`src/rtl/stopwatch_up.sv`:
```
// rtl/stopwatch_up.sv - MM:SS up-counting stopwatch with run/lap/pause control
// The displayed digits track the live count except while a lap hold is active.
module stopwatch_up (
  input  logic       clk,
  input  logic       clear,
  input  logic       tick,
  input  logic       start,
  input  logic       stop,
  input  logic       zero,
  input  logic       lap,
  output logic [3:0] sec_u,
  output logic [3:0] sec_t,
  output logic [3:0] min_u,
  output logic [3:0] min_t,
  output logic       running,
  output logic       frozen,
  output logic       wrap
);

  localparam logic [1:0] IDLE    = 2'd0;
  localparam logic [1:0] RUN     = 2'd1;
  localparam logic [1:0] RUN_LAP = 2'd2;
  localparam logic [1:0] PAUSE   = 2'd3;

  logic [1:0] state, state_nx;
  logic [3:0] su, st, mu, mt;
  logic [3:0] su_nx, st_nx, mu_nx, mt_nx;
  logic       cmd_start, cmd_stop, do_zero, inc, at_max, hold;

  // start and stop together cancel each other
  assign cmd_start = start & ~stop;
  assign cmd_stop  = stop & ~start;

  always_comb begin
    state_nx = state;
    do_zero  = 1'b0;
    case (state)
      IDLE:    if (cmd_start) state_nx = RUN;
      RUN: begin
        if (cmd_stop)  state_nx = PAUSE;
        else if (lap)  state_nx = RUN_LAP;
      end
      RUN_LAP: begin
        if (cmd_stop)  state_nx = PAUSE;
        else if (lap)  state_nx = RUN;
      end
      PAUSE: begin
        if (cmd_start) state_nx = RUN;
        else if (zero) begin
          state_nx = IDLE;
          do_zero  = 1'b1;
        end
      end
      default: state_nx = IDLE;
    endcase
  end

  assign inc    = tick & ((state == RUN) | (state == RUN_LAP));
  assign at_max = (su == 4'd9) && (st == 4'd5) && (mu == 4'd9) && (mt == 4'd5);
  assign hold   = (state == RUN_LAP) && (state_nx == RUN_LAP);

  always_comb begin
    su_nx = su;
    st_nx = st;
    mu_nx = mu;
    mt_nx = mt;
    if (do_zero) begin
      su_nx = 4'd0;
      st_nx = 4'd0;
      mu_nx = 4'd0;
      mt_nx = 4'd0;
    end else if (inc) begin
      // >= comparisons keep every digit inside its range even from a bad value
      if (su >= 4'd9) begin
        su_nx = 4'd0;
        if (st >= 4'd5) begin
          st_nx = 4'd0;
          if (mu >= 4'd9) begin
            mu_nx = 4'd0;
            mt_nx = (mt >= 4'd5) ? 4'd0 : mt + 4'd1;
          end else begin
            mu_nx = mu + 4'd1;
          end
        end else begin
          st_nx = st + 4'd1;
        end
      end else begin
        su_nx = su + 4'd1;
      end
    end
  end

  always_ff @(posedge clk or posedge clear) begin
    if (clear) begin
      state <= IDLE;
      su    <= 4'd0;
      st    <= 4'd0;
      mu    <= 4'd0;
      mt    <= 4'd0;
      sec_u <= 4'd0;
      sec_t <= 4'd0;
      min_u <= 4'd0;
      min_t <= 4'd0;
      wrap  <= 1'b0;
    end else begin
      state <= state_nx;
      su    <= su_nx;
      st    <= st_nx;
      mu    <= mu_nx;
      mt    <= mt_nx;
      if (!hold) begin
        sec_u <= su_nx;
        sec_t <= st_nx;
        min_u <= mu_nx;
        min_t <= mt_nx;
      end
      wrap  <= inc & at_max;
    end
  end

  assign running = (state == RUN) || (state == RUN_LAP);
  assign frozen  = (state == RUN_LAP);

endmodule

```
`config.mk`:
```
export PLATFORM = sky130hd
export DESIGN_NAME = stopwatch_up
export DESIGN_NICKNAME = d
export VERILOG_FILES = /design/src/rtl/stopwatch_up.sv
export SDC_FILE = /design/constraint.sdc
export NUM_CORES = 1
export LEC_CHECK = 0
export BUFFER_PORTS_ARGS = -buffer_cell sky130_fd_sc_hd__clkbuf_2
export CORE_ASPECT_RATIO = 1.5
export CORE_MARGIN = 8
export CORE_UTILIZATION = 35
export CTS_CLUSTER_DIAMETER = 30
export DETAILED_ROUTE_END_ITERATION = 8
export GPL_ROUTABILITY_DRIVEN = 0
export GPL_TIMING_DRIVEN = 1
export SLEW_MARGIN = 20
export SYNTH_ARGS = -nofsm -noshare
export SYNTH_HDL_FRONTEND = slang
export SYNTH_SLANG_ARGS = --single-unit
```
`constraint.sdc`:
```
create_clock -name clk -period 3 [get_ports clk]
set_clock_uncertainty 0.2 [all_clocks]
set_input_delay 0.6 -clock clk [delete_from_list [all_inputs] [get_ports clk]]
set_output_delay 0.6 -clock clk [all_outputs]
set_load 0.05 [all_outputs]
```
==> reports/metrics.csv, run 1 <==
metric,value,unit
status,completed,
r2r_end,sec_u[2],
layout_commonest_cell,dfrtp_1,
drv_slew,0,
overflow,0,
viasPerCell,5.08,
antenna_found_initial,0,
syn-num-nets,197,
grt_pass1_wl,7030,um
r2r_slack,0.45,ns
fmax,392,MHz
crit_type,register to register,
syn-cell-area,1920,sq um
port_buffers,25,
ys_seq_elements,35,
synth.avg_cell_area,11.1,sq um
ant_nets,0,
post-route-drc-count,0,
crit_arrival,2.53,ns
placeableCoreArea,5370,sq um
clkLatencyLatePin,0.29,ns
critPathCaptureType,register,
hold_class,primary input to asynchronous set/reset pin,
ir_drop,244,uV
fp.dieW,76.5,um
p_total,1.68,mW
synth_edf_count,0,
placementRows,33,
switchingPower,726,uW
drt-initial-drc-count,101,
worst_slew_pin_slew,0.540,ns
dieHeight,107,um
dr.pass1.iters,4,
power_per_cell_area,755,nW/um^2
netSwitchingFraction,43.3,%
wl_per_cell,15.1,um
cts_max_level,2,
dp_hpwl,3110,um
comb_power_share,42.1,%
cts_setup_buffers,0,
syn_to_final_growth,15.4,%
cts_buffer_depth,2,
clock-root-buffer,clkbuf_8,
boundaryPins,26,
antennaDiodeCount,0,
tritoncts,built,
reg2regPathDepth,8,
synthDistinctLibCells,40,
seqPwrFrac,37.7,%
clkSinkCount,35,
yosysSeqAreaShare,45.5,%
layout_common_cells,"dfrtp_1 (35), clkbuf_2 (25), ha_1 (16)",
synth_flop_cell,dfrtp_1,
dr_total_vias,1407,
drive_gt1_share,26.6,%
period_minus_slack,2.55,ns
fin_crit_sh,85.1,%
start_kind,register,
cts_hold_buffers,0,
nets,229,
synthCells,174,
track_usage,10.7,%
nFillCells,543,
r2r_start,state[0],
rsz0062_at_grt,no,
initial_utilization,35.8,%
tns,0,ns
crit_path_max_fanout,16,
final_hold_viol_count,0,
wl,4180,um
grt_pass1_vias,1519,
synthArstFlopShare,100,%
maxCapViolations,0,
setup_viol,0,
cts-buffers-inserted,5,
ctsResizeCount,0,
p_int,949,uW
relSlewSlack,64.0,%
clockPowerShare,20.2,%
yosysWarnings,0,
die_area,8170,sq um
grt_max_degree,36,
cp.required,2.98,ns
clkTransAtPathRegs,0.08,ns
p_leak,1.09,nW
## flip-flops by register name, summed over array words and instances (netlist names)
signal	flops
mt	4
mu	4
st	4
min_u	4
wrap	1
min_t	4
sec_u	4
sec_t	4
su	4
state	2
## metrics by stage
stage               area [sq um]  instances  hold slack, ns  setup WS [ns]  util (%)
detailed placement          2130        269           0.295          0.445      39.8
finish                      2220        277           0.167          0.447      41.4
global placement            2130        269           0.289          0.532      39.8
CTS                         2220        277           0.195          0.431      41.4
floorplan                   1920        174           0.246          0.323         -
global route                2220        277           0.209          0.224      41.4
## worst max-delay path by stage
stage	slack [ns]	cells past startpoint	endpoint	from
3_3_place_gp	0.53	8	sec_t[0]	state[0]
5_1_grt	0.22	8	min_t[1]	state[0]
3_5_place_dp	0.45	8	sec_u[2]	state[0]
4_1_cts	0.43	8	sec_u[2]	state[0]
6_report	0.45	8	sec_u[2]	state[0]
2_1_floorplan	0.32	7	min_t[2]	state[1]
## cell type report
type / count / area [sq um] / area share, %
multi-input combinational: 122 / 971 / 43.7
sequential: 35 / 876 / 39.5
timing repair buffer: 28 / 148 / 6.65
tap: 70 / 87.6 / 3.95
clock buffer: 6 / 72.6 / 3.27
inverter: 14 / 52.6 / 2.37
clock inverter: 2 / 12.5 / 0.564
## critical path, stage by stage, from the launching register on
cell       delay, ns
dfrtp_1         0.40
inv_1           0.09
ha_1            0.24
nor2_1          0.22
o32a_2          0.19
o31ai_1         0.11
a2111oi_4       0.27
buf_4           0.34
mux2_2          0.37
## synthesized netlist by cell type (2+ instances only)
cell | number | area (sq um)
a21o_1 | 5 | 37.5
nor4_1 | 2 | 12.5
nand3_1 | 10 | 50.1
nand2_1 | 12 | 45.0
mux2i_1 | 2 | 20.0
mux2_4 | 10 | 150
dfrtp_1 | 35 | 876
a21oi_1 | 8 | 40.0
o31ai_1 | 2 | 15.0
o21ai_0 | 5 | 25.0
o311ai_0 | 2 | 17.5
nand4_1 | 3 | 18.8
ha_1 | 16 | 200
mux2_2 | 6 | 67.6
nand2b_1 | 5 | 31.3
nor2_1 | 10 | 37.5
inv_1 | 14 | 52.6
nor3_1 | 3 | 15.0
and3_1 | 2 | 12.5
a41oi_1 | 2 | 17.5
## power by group through the flow
stage,Clock (mW),Combinational (mW),Sequential [mW]
6_report,0.338,0.705,0.632
5_1_grt,0.375,0.780,0.645
4_1_cts,0.345,0.715,0.632
3_5_place_dp,0,0.712,0.641
3_3_place_gp,0,0.699,0.635
2_1_floorplan,0,0.438,0.747
## layer usage
layer / wire length, um / track usage (%) / up-vias
met5: 0 / 0 / -
met2: 2270 / 19.5 / 28
met4: 101 / 6.63 / 0
met3: 159 / 3.02 / 7
li1: - / - / 688
met1: 1650 / 10.3 / 684
## cells by family (layout without fill, tap and decap cells)
group / Yosys count / in the layout / share of synthesized area [%]
xor+xnor: 2 / 2 / 0.911
simple gates: 55 / 55 / 14.8
compound gates: 31 / 31 / 12.0
mux: 18 / 18 / 12.4
fa+ha+maj: 16 / 16 / 10.4
flops: 35 / 35 / 45.5
buf+inv: 17 / 50 / 3.97
Note: power is estimated with default switching activity, not from simulation.
==> run 2: changes to the inputs <==
--- a/config.mk
+++ b/config.mk
@@ -13,6 +13,7 @@
 export DETAILED_ROUTE_END_ITERATION = 8
 export GPL_ROUTABILITY_DRIVEN = 0
 export GPL_TIMING_DRIVEN = 1
+export RECOVER_POWER = 100
 export SLEW_MARGIN = 20
 export SYNTH_ARGS = -nofsm -noshare
 export SYNTH_HDL_FRONTEND = slang
==> run 2 against run 1 <==
  * The run now ends with max-capacitance violations, max-slew violations left
  * Sequential cell count unchanged
  * Clock power about the same
  * Global-route usage unchanged
  * Largest cell class unchanged
  * Sequential power about the same
  * Clock-buffer cell count unchanged
  * Critical path depth unchanged
  * Highest routed layer unchanged
==> reports/metrics.csv, run 2 (synthesis results as in run 1) <==
metric,value,unit
status,"complete, but fails checks",
failed_checks,"max-capacitance violations, max-slew violations",
r2r_slack,0.43,ns
met3_usage,3.02,%
clkTransAtPathRegs,0.08,ns
setup_viol,0,
drt-initial-drc-count,102,
cts_hold_buffers,0,
relSlewSlack,-23.1,%
crit_path_max_fanout,6,
ant_nets,0,
placedCellCount,269,
die_area,8170,sq um
placementRows,33,
clkLatencyLatePin,0.29,ns
clock-root-buffer,clkbuf_8,
drv_slew,36,
rsz0062_at_grt,no,
wl,4170,um
dp_hpwl,3110,um
fp.dieW,76.5,um
track_usage,10.7,%
fin_crit_sh,85.7,%
placeableCoreArea,5370,sq um
fmax,389,MHz
antenna_found_initial,0,
boundaryPins,26,
post-route-drc-count,0,
cp.required,2.96,ns
wl_per_cell,15.0,um
critPathCaptureType,register,
period_minus_slack,2.57,ns
port_buffers,25,
initial_utilization,35.8,%
crit_type,register to register,
grt_pass1_wl,7030,um
met2_usage,19.5,%
cts_buffer_depth,2,
grt_max_degree,36,
cts-buffers-inserted,5,
final_cells,277,
grt_pass1_vias,1519,
crit_arrival,2.53,ns
overflow,0,
p_leak,1.02,nW
drive_gt1_share,12.1,%
layout_commonest_cell,dfrtp_1,
start_kind,register,
nets,229,
cts_setup_buffers,0,
tritoncts,built,
tns,0,ns
dr.pass1.iters,4,
final_hold_viol_count,0,
ir_drop,237,uV
nFillCells,559,
hold_class,register to register,
maxCapViolations,1,
cts_max_level,2,
clkSinkCount,35,
antennaDiodeCount,0,
worst_slew_pin_slew,1.85,ns
ctsResizeCount,0,
layout_common_cells,"dfrtp_1 (35), clkbuf_1 (22), ha_1 (16)",
top_usage_layer,met2,
viasPerCell,5.09,
gr-usage-met1,10.3,%
dieHeight,107,um
power_per_cell_area,770,nW/um^2
dr_total_vias,1410,
syn_to_final_growth,12.0,%
-- run 2: cell types whose count changed in the layout (fill, tap and decap cells not counted), sizes merged --
cell    before  now
clkbuf      31   33
buf          3    1
-- run 2: metal layers --
| metal | up-vias | share of wire [%] |
|---|---|---|
| li1 | 687 | - |
| met1 | 684 | 40 |
| met2 | 31 | 54 |
| met3 | 8 | 3.8 |
| met4 | 0 | 2.4 |
| met5 | - | 0 |
-- run 2: layout make-up --
type,count,area (sq um),area share [%]
clock buffer,6,72.6,3.37
clock inverter,2,12.5,0.581
inverter,14,52.6,2.44
multi-input combinational,122,937,43.5
sequential,35,876,40.7
tap,70,87.6,4.07
timing repair buffer,28,116,5.40
-- run 2: stage by stage --
step	utilization, %	setup slack, ns	hold WS, ns	power (mW)	area [sq um]
floorplan	-	0.323	0.246	1.19	1920
global placement	39.8	0.532	0.289	1.33	2130
detailed placement	39.8	0.445	0.295	1.35	2130
CTS	41.4	0.431	0.195	1.69	2220
global route	40.1	0.237	0.321	1.78	2150
finish	40.1	0.428	0.295	1.66	2150
-- run 2: critical path, cell delays in order (launching register included) --
cell,delay (ns)
dfrtp_1,0.41
inv_1,0.09
ha_1,0.36
nand3_1,0.14
a21oi_1,0.42
clkbuf_1,0.22
nand3_1,0.16
mux2i_1,0.16
mux2_1,0.28
-- run 2: where the power goes --
part,switching [mW],internal (mW),total (mW)
logic,0.478,0.211,0.689
clock network,0.175,0.162,0.338
registers,0.0727,0.559,0.631
-- run 2: worst paths after layout --
| kind | start | end | depth (start not counted) |
|---|---|---|---|
| worst min register to register | min_t[3] | min_t[3] | 1 |
| max in group asynchronous | clear | mt[1] | 3 |
| worst min-delay path | min_t[3] | min_t[3] | 1 |
| worst max-delay path | state[0] | min_t[0] | 8 |
| worst max register to register | state[0] | min_t[0] | 8 |
| min in group asynchronous | clear | su[1] | 3 |
